**config.mk**
```make
export PLATFORM = sky130hd
export DESIGN_NAME = zx8x_key_matrix
export DESIGN_NICKNAME = d
export VERILOG_FILES = /design/src/rtl/zx8x_kbd_pkg.sv /design/src/rtl/zx8x_scancode_map.sv /design/src/rtl/zx8x_key_matrix.sv
export SDC_FILE = /design/constraint.sdc
export NUM_CORES = 1
export LEC_CHECK = 0
export CORE_ASPECT_RATIO = 1.2
export CORE_MARGIN = 2
export CORE_UTILIZATION = 63
export CTS_BUF_LIST = sky130_fd_sc_hd__clkbuf_2 sky130_fd_sc_hd__clkbuf_4 sky130_fd_sc_hd__clkbuf_8
export DETAILED_ROUTE_END_ITERATION = 6
export PLACE_DENSITY = 0.91
export SLEW_MARGIN = 0
export SYNTH_ARGS = -nofsm -noshare
export SYNTH_HDL_FRONTEND = slang
export SYNTH_HIERARCHICAL = 1
export SYNTH_SLANG_ARGS = --single-unit
```
**constraint.sdc**
```tcl
create_clock -name clk_sys -period 7.2 [get_ports clk_sys]
set_input_delay 1.8 -clock clk_sys [delete_from_list [all_inputs] [get_ports clk_sys]]
set_output_delay 1.8 -clock clk_sys [all_outputs]
set_load 0.005 [all_outputs]
```
**src/rtl/zx8x_kbd_pkg.sv**
```systemverilog
// Shared types and PS/2 set-2 scancode constants for the ZX80/ZX81 keyboard matrix.
package zx8x_kbd_pkg;

  localparam int NUM_ROWS = 8;
  localparam int NUM_COLS = 5;

  typedef logic [2:0] row_t;
  typedef logic [2:0] col_t;

  // One matrix position; virt_shift marks a compound key that also implies SHIFT.
  typedef struct packed {
    logic valid;
    row_t row;
    col_t col;
    logic virt_shift;
  } map_entry_t;

  // Modifier keys are tracked per side so releasing one side keeps the other held.
  typedef enum logic [2:0] {
    MOD_NONE    = 3'd0,
    MOD_SHIFT_L = 3'd1,
    MOD_SHIFT_R = 3'd2,
    MOD_CTRL_L  = 3'd3,
    MOD_CTRL_R  = 3'd4,
    MOD_ALT_L   = 3'd5,
    MOD_ALT_R   = 3'd6
  } mod_sel_t;

  localparam map_entry_t NO_KEY = '0;

  // Matrix rows A8..A15
  localparam logic [7:0] SC_LSHIFT = 8'h12, SC_RSHIFT = 8'h59;
  localparam logic [7:0] SC_Z = 8'h1A, SC_X = 8'h22, SC_C = 8'h21, SC_V = 8'h2A;
  localparam logic [7:0] SC_A = 8'h1C, SC_S = 8'h1B, SC_D = 8'h23, SC_F = 8'h2B, SC_G = 8'h34;
  localparam logic [7:0] SC_Q = 8'h15, SC_W = 8'h1D, SC_E = 8'h24, SC_R = 8'h2D, SC_T = 8'h2C;
  localparam logic [7:0] SC_1 = 8'h16, SC_2 = 8'h1E, SC_3 = 8'h26, SC_4 = 8'h25, SC_5 = 8'h2E;
  localparam logic [7:0] SC_0 = 8'h45, SC_9 = 8'h46, SC_8 = 8'h3E, SC_7 = 8'h3D, SC_6 = 8'h36;
  localparam logic [7:0] SC_P = 8'h4D, SC_O = 8'h44, SC_I = 8'h43, SC_U = 8'h3C, SC_Y = 8'h35;
  localparam logic [7:0] SC_ENTER = 8'h5A, SC_L = 8'h4B, SC_K = 8'h42, SC_J = 8'h3B, SC_H = 8'h33;
  localparam logic [7:0] SC_SPACE = 8'h29, SC_DOT = 8'h49, SC_M = 8'h3A, SC_N = 8'h31, SC_B = 8'h32;

  // Compound keys (cursor keys are E0-extended, backspace is not)
  localparam logic [7:0] SC_LEFT = 8'h6B, SC_DOWN = 8'h72, SC_UP = 8'h75, SC_RIGHT = 8'h74;
  localparam logic [7:0] SC_BKSP = 8'h66;

  // Modifiers
  localparam logic [7:0] SC_CTRL = 8'h14, SC_ALT = 8'h11;

  // Function keys F1..F11
  localparam logic [7:0] SC_F1 = 8'h05, SC_F2 = 8'h06, SC_F3 = 8'h04, SC_F4 = 8'h0C;
  localparam logic [7:0] SC_F5 = 8'h03, SC_F6 = 8'h0B, SC_F7 = 8'h83, SC_F8 = 8'h0A;
  localparam logic [7:0] SC_F9 = 8'h01, SC_F10 = 8'h09, SC_F11 = 8'h78;

  function automatic map_entry_t key_at(input row_t r, input col_t c, input logic v);
    map_entry_t e;
    e.valid      = 1'b1;
    e.row        = r;
    e.col        = c;
    e.virt_shift = v;
    return e;
  endfunction

endpackage

```
**src/rtl/zx8x_scancode_map.sv**
```systemverilog
// Combinational lookup from {E0 flag, scancode} to matrix position, Fn index and modifier.
module zx8x_scancode_map
  import zx8x_kbd_pkg::*;
#(
  parameter int CURSOR_MAP = 1
) (
  input  logic       ext,
  input  logic [7:0] code,
  output map_entry_t entry,
  output logic [3:0] fn_idx,
  output mod_sel_t   mod_sel
);

  // Decode the scancode; anything not listed leaves all outputs at "no key".
  always_comb begin
    entry   = NO_KEY;
    fn_idx  = 4'd0;
    mod_sel = MOD_NONE;
    if (!ext) begin
      case (code)
        SC_LSHIFT: mod_sel = MOD_SHIFT_L;
        SC_RSHIFT: mod_sel = MOD_SHIFT_R;
        SC_Z:      entry = key_at(3'd0, 3'd1, 1'b0);
        SC_X:      entry = key_at(3'd0, 3'd2, 1'b0);
        SC_C:      entry = key_at(3'd0, 3'd3, 1'b0);
        SC_V:      entry = key_at(3'd0, 3'd4, 1'b0);
        SC_A:      entry = key_at(3'd1, 3'd0, 1'b0);
        SC_S:      entry = key_at(3'd1, 3'd1, 1'b0);
        SC_D:      entry = key_at(3'd1, 3'd2, 1'b0);
        SC_F:      entry = key_at(3'd1, 3'd3, 1'b0);
        SC_G:      entry = key_at(3'd1, 3'd4, 1'b0);
        SC_Q:      entry = key_at(3'd2, 3'd0, 1'b0);
        SC_W:      entry = key_at(3'd2, 3'd1, 1'b0);
        SC_E:      entry = key_at(3'd2, 3'd2, 1'b0);
        SC_R:      entry = key_at(3'd2, 3'd3, 1'b0);
        SC_T:      entry = key_at(3'd2, 3'd4, 1'b0);
        SC_1:      entry = key_at(3'd3, 3'd0, 1'b0);
        SC_2:      entry = key_at(3'd3, 3'd1, 1'b0);
        SC_3:      entry = key_at(3'd3, 3'd2, 1'b0);
        SC_4:      entry = key_at(3'd3, 3'd3, 1'b0);
        SC_5:      entry = key_at(3'd3, 3'd4, 1'b0);
        SC_0:      entry = key_at(3'd4, 3'd0, 1'b0);
        SC_9:      entry = key_at(3'd4, 3'd1, 1'b0);
        SC_8:      entry = key_at(3'd4, 3'd2, 1'b0);
        SC_7:      entry = key_at(3'd4, 3'd3, 1'b0);
        SC_6:      entry = key_at(3'd4, 3'd4, 1'b0);
        SC_P:      entry = key_at(3'd5, 3'd0, 1'b0);
        SC_O:      entry = key_at(3'd5, 3'd1, 1'b0);
        SC_I:      entry = key_at(3'd5, 3'd2, 1'b0);
        SC_U:      entry = key_at(3'd5, 3'd3, 1'b0);
        SC_Y:      entry = key_at(3'd5, 3'd4, 1'b0);
        SC_ENTER:  entry = key_at(3'd6, 3'd0, 1'b0);
        SC_L:      entry = key_at(3'd6, 3'd1, 1'b0);
        SC_K:      entry = key_at(3'd6, 3'd2, 1'b0);
        SC_J:      entry = key_at(3'd6, 3'd3, 1'b0);
        SC_H:      entry = key_at(3'd6, 3'd4, 1'b0);
        SC_SPACE:  entry = key_at(3'd7, 3'd0, 1'b0);
        SC_DOT:    entry = key_at(3'd7, 3'd1, 1'b0);
        SC_M:      entry = key_at(3'd7, 3'd2, 1'b0);
        SC_N:      entry = key_at(3'd7, 3'd3, 1'b0);
        SC_B:      entry = key_at(3'd7, 3'd4, 1'b0);
        SC_BKSP:   if (CURSOR_MAP != 0) entry = key_at(3'd4, 3'd0, 1'b1);
        SC_CTRL:   mod_sel = MOD_CTRL_L;
        SC_ALT:    mod_sel = MOD_ALT_L;
        SC_F1:     fn_idx = 4'd1;
        SC_F2:     fn_idx = 4'd2;
        SC_F3:     fn_idx = 4'd3;
        SC_F4:     fn_idx = 4'd4;
        SC_F5:     fn_idx = 4'd5;
        SC_F6:     fn_idx = 4'd6;
        SC_F7:     fn_idx = 4'd7;
        SC_F8:     fn_idx = 4'd8;
        SC_F9:     fn_idx = 4'd9;
        SC_F10:    fn_idx = 4'd10;
        SC_F11:    fn_idx = 4'd11;
        default:   ;
      endcase
    end else begin
      // E0-extended: keypad Enter, right ctrl/alt and cursor keys only;
      // E0 12 / E0 59 are fake shifts and fall through to the default.
      case (code)
        SC_ENTER: entry = key_at(3'd6, 3'd0, 1'b0);
        SC_CTRL:  mod_sel = MOD_CTRL_R;
        SC_ALT:   mod_sel = MOD_ALT_R;
        SC_LEFT:  if (CURSOR_MAP != 0) entry = key_at(3'd3, 3'd4, 1'b1);
        SC_DOWN:  if (CURSOR_MAP != 0) entry = key_at(3'd4, 3'd4, 1'b1);
        SC_UP:    if (CURSOR_MAP != 0) entry = key_at(3'd4, 3'd3, 1'b1);
        SC_RIGHT: if (CURSOR_MAP != 0) entry = key_at(3'd4, 3'd2, 1'b1);
        default:  ;
      endcase
    end
  end

endmodule

```
**src/rtl/zx8x_key_matrix.sv**
```systemverilog
// PS/2 event decoder holding the ZX80/ZX81 8x5 key matrix, Fn and modifier state.
module zx8x_key_matrix
  import zx8x_kbd_pkg::*;
#(
  parameter int CURSOR_MAP = 1,
  parameter int NUM_FN     = 11
) (
  input  logic          clk_sys,
  input  logic          reset,
  input  logic [10:0]   ps2_key,
  input  logic [15:0]   addr,
  output logic [4:0]    key_data,
  output logic [NUM_FN:1] Fn,
  output logic [2:0]    mod
);

  logic                  old_toggle;
  logic [7:0][4:0]       phys_reg, phys_next;
  logic [7:0][4:0]       virt_reg, virt_next;
  logic [NUM_FN:1]       fn_reg, fn_next;
  // {alt_r, alt_l, ctrl_r, ctrl_l, shift_r, shift_l}
  logic [5:0]            mod_reg, mod_next;
  logic [7:0][4:0]       held;

  map_entry_t entry;
  logic [3:0] fn_idx;
  mod_sel_t   mod_sel;
  logic       key_event;
  logic       press;
  logic       unused_addr;

  assign key_event   = ps2_key[10] != old_toggle;
  assign press       = ps2_key[9];
  assign unused_addr = ^addr[7:0];

  zx8x_scancode_map #(
    .CURSOR_MAP(CURSOR_MAP)
  ) u_map (
    .ext    (ps2_key[8]),
    .code   (ps2_key[7:0]),
    .entry  (entry),
    .fn_idx (fn_idx),
    .mod_sel(mod_sel)
  );

  // Next state: a press sets and a release clears the decoded bit; unmapped codes change nothing.
  always_comb begin
    phys_next = phys_reg;
    virt_next = virt_reg;
    fn_next   = fn_reg;
    mod_next  = mod_reg;
    if (key_event) begin
      if (entry.valid) begin
        if (entry.virt_shift) virt_next[entry.row][entry.col] = press;
        else                  phys_next[entry.row][entry.col] = press;
      end
      for (int i = 1; i <= NUM_FN; i++) begin
        if (fn_idx == 4'(i)) fn_next[i] = press;
      end
      case (mod_sel)
        MOD_SHIFT_L: mod_next[0] = press;
        MOD_SHIFT_R: mod_next[1] = press;
        MOD_CTRL_L:  mod_next[2] = press;
        MOD_CTRL_R:  mod_next[3] = press;
        MOD_ALT_L:   mod_next[4] = press;
        MOD_ALT_R:   mod_next[5] = press;
        default:     ;
      endcase
    end
  end

  // State registers; the toggle is resampled during reset so leaving reset never fires an event.
  always_ff @(posedge clk_sys) begin
    old_toggle <= ps2_key[10];
    if (reset) begin
      phys_reg <= '0;
      virt_reg <= '0;
      fn_reg   <= '0;
      mod_reg  <= '0;
    end else begin
      phys_reg <= phys_next;
      virt_reg <= virt_next;
      fn_reg   <= fn_next;
      mod_reg  <= mod_next;
    end
  end

  // Effective matrix: physical OR compound bits; SHIFT also lit by either shift key or any compound key.
  always_comb begin
    held       = phys_reg | virt_reg;
    held[0][0] = held[0][0] | mod_reg[0] | mod_reg[1] | (|virt_reg);
  end

  // Column read: a column is pulled low if any address-selected row holds it.
  for (genvar gi = 0; gi < NUM_COLS; gi++) begin : g_col
    logic [7:0] col_bits;
    for (genvar gr = 0; gr < NUM_ROWS; gr++) begin : g_row
      assign col_bits[gr] = held[gr][gi];
    end
    assign key_data[gi] = ~|(col_bits & ~addr[15:8]);
  end

  assign Fn  = fn_reg;
  assign mod = {mod_reg[5] | mod_reg[4], mod_reg[3] | mod_reg[2], mod_reg[1] | mod_reg[0]};

endmodule

```
==> impl_metrics.py, run 1 <==
metrics = {
    "power": {
        "comb_power_share_pct": 12.9,
        "p_total_mw": 1.02,
        "power_switching_mw": 0.302,
        "leakagePower_nw": 1.85,
        "p_seq_share_pct": 53.1,
        "internal_power_mw": 0.722,
        "powerDensity_mw_per_mm2": 170,
        "power_frac_clock_pct": 33.9,
        "ir_worst_vdd_uv": 147,
        "swShare_pct": 29.5,
    },
    "routing": {
        "vias": 5392,
        "detail-route-antenna-nets": 0,
        "firstDrtPassIters": 6,
        "drc": 0,
        "drt_iter0_drc": 440,
        "routedWlPerCell_um": 19.3,
        "routed_wl_um": 15000,
        "viasPerCell": 6.96,
    },
    "grt": {
        "overflow": 0,
        "grt_pass1_wl_um": 24700,
        "grt_pass1_vias": 5033,
        "grt_max_degree": 98,
        "antenna_found_initial": 0,
        "grt.total_usage_pct": 33.0,
    },
    "critical_path": {
        "cp_max_fo": 5,
        "worstReg2RegEnd": "phys_reg[13]$_SDFFE_PP0P_",
        "max_stage_delay_ns": 0.68,
        "critPathTopFamily": "buffers and inverters",
        "cp_slowest_cell": "clkdlybuf4s50_1",
        "cp.required_ns": 5.40,
        "critPathKind": "input port to output pin",
        "r2r_cells": 5,
        "cpMostUsedCell": "clkdlybuf4s50_1",
        "cp-startpoint": "addr[9]",
        "start_kind": "input port",
        "path_buf_inv": 2,
        "worst_r2r_startpoint": "old_toggle$_DFF_P_",
        "arrival_ns": 3.74,
        "r2r_slack_ns": 5.03,
        "path_cells": "clkdlybuf4s50_1, o22ai_1, nor4_1, o21a_1, clkdlybuf4s50_1",
        "end_kind": "output pin",
    },
    "logic_synthesis": {
        "synth_cell_types": 64,
        "synth_area_per_cell_um2": 8.43,
        "synth_cells": 645,
        "synth-edff-count": 0,
        "async_flop_share_pct": 0,
        "syn_area_mm2": 0.00544,
        "yosysSeqAreaShare_pct": 36.1,
        "yosysWarnings": 6,
        "synthFlopType": "dfxtp_1",
        "synth_nets": 674,
        "ys_ff_latch": 98,
    },
    "timing": {
        "fin_crit_ns": 5.54,
        "max_clock_freq_mhz": 181,
        "drv_slew": 0,
        "finalSetupViolCount": 0,
        "max_slew_margin_pct": 36.1,
        "rsz0062_at_grt": "no",
        "finalSetupTns_ns": 0,
        "finalCritPeriodShare_pct": 76.9,
        "fin_worst_skew_ns": 0.0117,
        "tightestPinTransition_ns": 0.958,
        "finalHoldViolCount": 0,
    },
    "floorplan": {
        "start_util_pct": 64.2,
        "io_pins": 48,
        "die_x_um": 88.8,
        "core-area_mm2": 0.00847,
        "die_h_um": 106,
        "die_area_mm2": 0.00939,
        "num_rows": 37,
    },
    "layout": {
        "insertedDiodeCount": 0,
        "final_net_count": 682,
        "multi_input_area_mm2": 0.00323,
        "drive_gt1_share_pct": 10.2,
        "n_fill_cell": 673,
        "stdcell_count": 775,
        "seqCellArea_mm2": 0.00196,
        "syn_to_final_growth_pct": 10.9,
    },
    "clocking": {
        "cts_made_buffers": 9,
        "clockRootBuffer": "clkbuf_8",
        "cts_num_sinks": 98,
        "clockBufferDepth": 2,
        "clk_latency_ns": 0.38,
        "htree_levels": 3,
        "cts_tree": "built",
        "path_clk_slew_ns": 0.10,
        "cts_setup_buffers": 0,
        "cts_hold_buffers": 0,
        "ctsResizeCount": 0,
    },
    "placed_design": {
        "dpl.cell_count": 759,
        "gp_congestion": 0.976,
        "port_buffers": 39,
        "dp_hpwl_um": 10300,
    },
    "job": {
        "drv_cap": 0,
    },
    "run_status": {
        "run_status": "complete, no violations",
    },
    "worst_hold_path": {
        "hold_start": "mod_reg[4]$_SDFFE_PP0P_",
        "hold_class": "flip-flop to flip-flop",
        "whs_path_depth": 2,
        "hold_end": "mod_reg[4]$_SDFFE_PP0P_",
    },
}
## worst max-delay path by stage
stage / cells after the start / slack, ns / endpoint
3_5_place_dp: 11 / 1.44 / phys_reg[8]$_SDFFE_PP0P_
4_1_cts: 5 / 1.73 / key_data[0]
5_1_grt: 11 / 1.51 / phys_reg[28]$_SDFFE_PP0P_
3_3_place_gp: 11 / 1.51 / phys_reg[18]$_SDFFE_PP0P_
2_1_floorplan: 9 / 2.87 / virt_reg[19]$_SDFFE_PP0P_
6_report: 5 / 1.66 / key_data[0]
## routing by layer
metal	GRT usage, %	part of all wire [%]
met5	0	0
met4	15.6	4.8
met3	6.34	8.2
met2	52.8	48
met1	42.2	39
## synth_stat cells (all sizes together) (2+ instances only)
cell type  instances  share of area [%]
or3                4               0.46
nor3              15                1.4
nand2             15                1.0
or3b               3               0.48
nor3b              4               0.55
nand4bb            2               0.41
inv                4               0.28
o211ai             3               0.51
o221ai             4               0.64
nand3             10               0.92
o21ai             11                1.0
mux2i             18                3.3
nand2b             7               0.81
nor2b              6               0.69
xnor2              3               0.62
nand4b            10                1.7
nor4              24                5.2
or4b               4               0.74
o32ai              3               0.48
nor4b              9                1.6
nand3b             4               0.55
mux2               2               0.41
nand4              5               0.58
nor2              84                6.5
a21oi             96                8.8
o22a               6               0.97
a32oi              2               0.32
o31ai              2               0.28
clkbuf            34                2.3
a21o               3               0.41
o22ai             15                1.7
dfxtp             98                 36
xor2               3               0.48
a31oi              2               0.23
or4                4               0.62
or2                6               0.69
and3b              4               0.64
a211oi            83                 11
buf               21                2.1
## metrics by stage
stage	utilization [%]	hold slack (ns)	instance area (um2)	setup slack, ns
final	71.1	0.502	6030	1.66
after global routing	71.1	0.543	6030	1.51
after CTS	71.1	0.506	6030	1.73
after detailed placement	69.0	0.483	5840	1.44
after global placement	69.0	0.467	5840	1.51
after floorplan	-	0.452	5440	2.87
## power by group through the flow
| stage | registers (mW) | logic [mW] | clock network, mW |
|---|---|---|---|
| 3_5_place_dp | 0.557 | 0.128 | 0 |
| 5_1_grt | 0.545 | 0.141 | 0.367 |
| 4_1_cts | 0.545 | 0.129 | 0.347 |
| 2_1_floorplan | 0.557 | 0.0894 | 0 |
| 3_3_place_gp | 0.557 | 0.126 | 0 |
| 6_report | 0.545 | 0.133 | 0.347 |
## worst register-to-register path, stage by stage (launching register included)
cell and delay [ns]:
dfxtp_1 0.36, xnor2_2 0.14, buf_4 0.23, or4_1 0.58
nor2_1 0.55, a211oi_1 0.15
## cell usage in the layout (no fill, tap or decap), types with 3 or more instances in the layout
cell,n
or2_2,5
a211oi_1,83
nor3_1,14
nor2_4,5
o22a_1,6
mux2i_1,18
clkdlybuf4s50_1,38
nor4_4,8
nor4b_1,8
buf_4,13
o22ai_1,15
or3_1,4
or3b_2,3
nor2_1,79
a21o_1,3
inv_1,3
nand2b_1,7
nor2b_1,6
and3b_1,4
or4b_1,4
nand4b_1,9
nand2_1,15
o32ai_1,3
nor4_1,14
o21ai_0,10
nand3_1,10
nand4_1,5
nor3b_2,3
o221ai_1,4
or4_1,3
dfxtp_1,98
clkbuf_8,9
nand3b_1,4
a21oi_1,96
xor2_1,3
## cell type report
cell class,instances,area share (%)
clock inverters,5,0.727
flip-flops and latches,98,32.6
multi-input cells,487,53.7
clock buffers,11,2.30
inverters,5,0.311
repair buffers,52,8.01
well taps,117,2.43
## cells by family (layout without fill, tap and decap cells)
family          Yosys count  in the layout  share of synthesized area (%)
compound gates          236            236                           28.0
simple gates            225            225                           26.3
flops                    98             98                           36.1
buf+inv                  60             73                           4.77
mux                      20             20                           3.73
xor+xnor                  6              6                           1.11
No activity file was read; power rests on OpenSTA's default activity.
==> run 2: changes to the inputs <==
- CORE_UTILIZATION: 63 -> 54
- PLACE_DENSITY: 0.91 -> 0.83
- clock period: 7.2 -> 4.8 ns (I/O delays scaled with it)
==> impl_metrics.py, run 2 (synthesized netlist as in run 1, its figures left out) <==
metrics = {
    "grt": {
        "grt_max_degree": 53,
        "grt_pass1_vias": 5134,
        "overflow": 0,
        "grt.total_usage_pct": 29.0,
        "antenna_found_initial": 0,
        "grt_pass1_wl_um": 25200,
    },
    "critical_path": {
        "cp.required_ns": 5.09,
        "path_cells": "clkdlybuf4s50_1, buf_4, nand4b_2, or2_1, o21ai_0, o211a_1, or3b_2, nor4_4, a21oi_1, a211oi_1",
        "end_kind": "flip-flop",
        "cp_slowest_cell": "or3b_2",
        "arrival_ns": 4.61,
        "max_stage_delay_ns": 0.57,
        "r2r_cells": 6,
        "critPathKind": "input port to flip-flop",
        "start_kind": "input port",
        "cp_max_fo": 10,
    },
    "clocking": {
        "path_clk_slew_ns": 0.10,
        "clockRootBuffer": "clkbuf_8",
        "clk_latency_ns": 0.38,
        "ctsResizeCount": 0,
        "cts_setup_buffers": 0,
        "cts_num_sinks": 98,
        "htree_levels": 3,
        "cts_hold_buffers": 0,
        "cts_tree": "built",
        "clockBufferDepth": 2,
        "cts_made_buffers": 9,
    },
    "layout": {
        "n_fill_cell": 817,
        "final_net_count": 707,
        "layout_common_cells": "dfxtp_1, a21oi_1, a211oi_1, nor2_1",
        "final_util_pct": 63.3,
        "final_area_mm2": 0.00628,
        "drive_gt1_share_pct": 13.5,
        "insertedDiodeCount": 0,
        "syn_to_final_growth_pct": 15.5,
        "stdcell_count": 809,
        "layout_commonest_cell": "dfxtp_1",
    },
    "floorplan": {
        "core-area_mm2": 0.00991,
        "die_h_um": 114,
        "die_area_mm2": 0.0109,
        "io_pins": 48,
        "start_util_pct": 54.8,
        "num_rows": 40,
        "die_x_um": 95.6,
    },
    "routing": {
        "detail-route-antenna-nets": 0,
        "routedWlPerCell_um": 19.0,
        "routed_wl_um": 15400,
        "viasPerCell": 6.64,
        "vias": 5371,
        "firstDrtPassIters": 5,
        "drt_iter0_drc": 453,
        "drc": 0,
    },
    "power": {
        "leakagePower_nw": 2.00,
        "powerDensity_mw_per_mm2": 262,
        "ir_worst_vdd_uv": 164,
        "p_total_mw": 1.64,
    },
    "worst_hold_path": {
        "whs_path_depth": 2,
        "hold_class": "flip-flop to flip-flop",
    },
    "timing": {
        "finalSetupViolCount": 0,
        "drv_slew": 0,
        "fin_worst_skew_ns": 0.0152,
        "fin_crit_ns": 4.32,
        "finalHoldViolCount": 0,
        "max_clock_freq_mhz": 232,
        "rsz0062_at_grt": "no",
        "finalSetupTns_ns": 0,
        "finalCritPeriodShare_pct": 90.0,
        "max_slew_margin_pct": 37.9,
        "tightestPinTransition_ns": 0.931,
    },
    "run_status": {
        "run_status": "complete, no violations",
    },
    "placed_design": {
        "dpl.cell_count": 793,
        "port_buffers": 39,
        "post_dp_cell_area_mm2": 0.00604,
        "dp_hpwl_um": 10700,
        "gp_congestion": 0.952,
    },
    "job": {
        "drv_cap": 0,
    },
}
==> run 2: per-stage QoR <==
stage	hold WS, ns	worst slack [ns]
CTS	0.502	0.590
detailed placement	0.478	0.199
global placement	0.466	0.252
finish	0.498	0.481
floorplan	0.452	1.07
global route	0.551	0.355
==> run 2: layout make-up <==
class	count	area, um2	share of cell area (%)
Multi-Input combinational cell	487	3230	51.5
Sequential cell	98	1960	31.3
Timing Repair Buffer	77	671	10.7
Clock buffer	11	151	2.41
Clock inverter	5	82.6	1.32
Inverter	5	18.8	0.299
Tap cell	126	158	2.51
==> run 2: critical path: cells and delay by family <==
| kind | cells | cell delay [ns] |
|---|---|---|
| simple gates | 4 | 1.60 |
| compound gates | 4 | 1.04 |
| buf+inv | 2 | 0.75 |
==> run 2: final timing paths <==
check                     startpoint                         to  slack, ns
max reg2reg       old_toggle$_DFF_P_  phys_reg[18]$_SDFFE_PP0P_       2.62
max                       ps2_key[7]  phys_reg[22]$_SDFFE_PP0P_       0.48
min reg2reg  mod_reg[4]$_SDFFE_PP0P_    mod_reg[4]$_SDFFE_PP0P_       0.50
min          mod_reg[4]$_SDFFE_PP0P_    mod_reg[4]$_SDFFE_PP0P_       0.50
==> run 2: where the power goes <==
part           leakage, nW  internal [mW]  switching, mW
Clock                0.120          0.325          0.291
Sequential           0.789          0.815        0.00191
Combinational         1.10         0.0702          0.141
Total                 2.00           1.21          0.434
==> run 2: layer usage <==
layer  wire (um)  global-route usage (%)  part of all wire, %
met5           0                       0                    0
met4         468                    11.7                  3.0
met2        7590                    49.5                   49
met3        1070                    4.03                  7.0
met1        6220                    36.5                   41
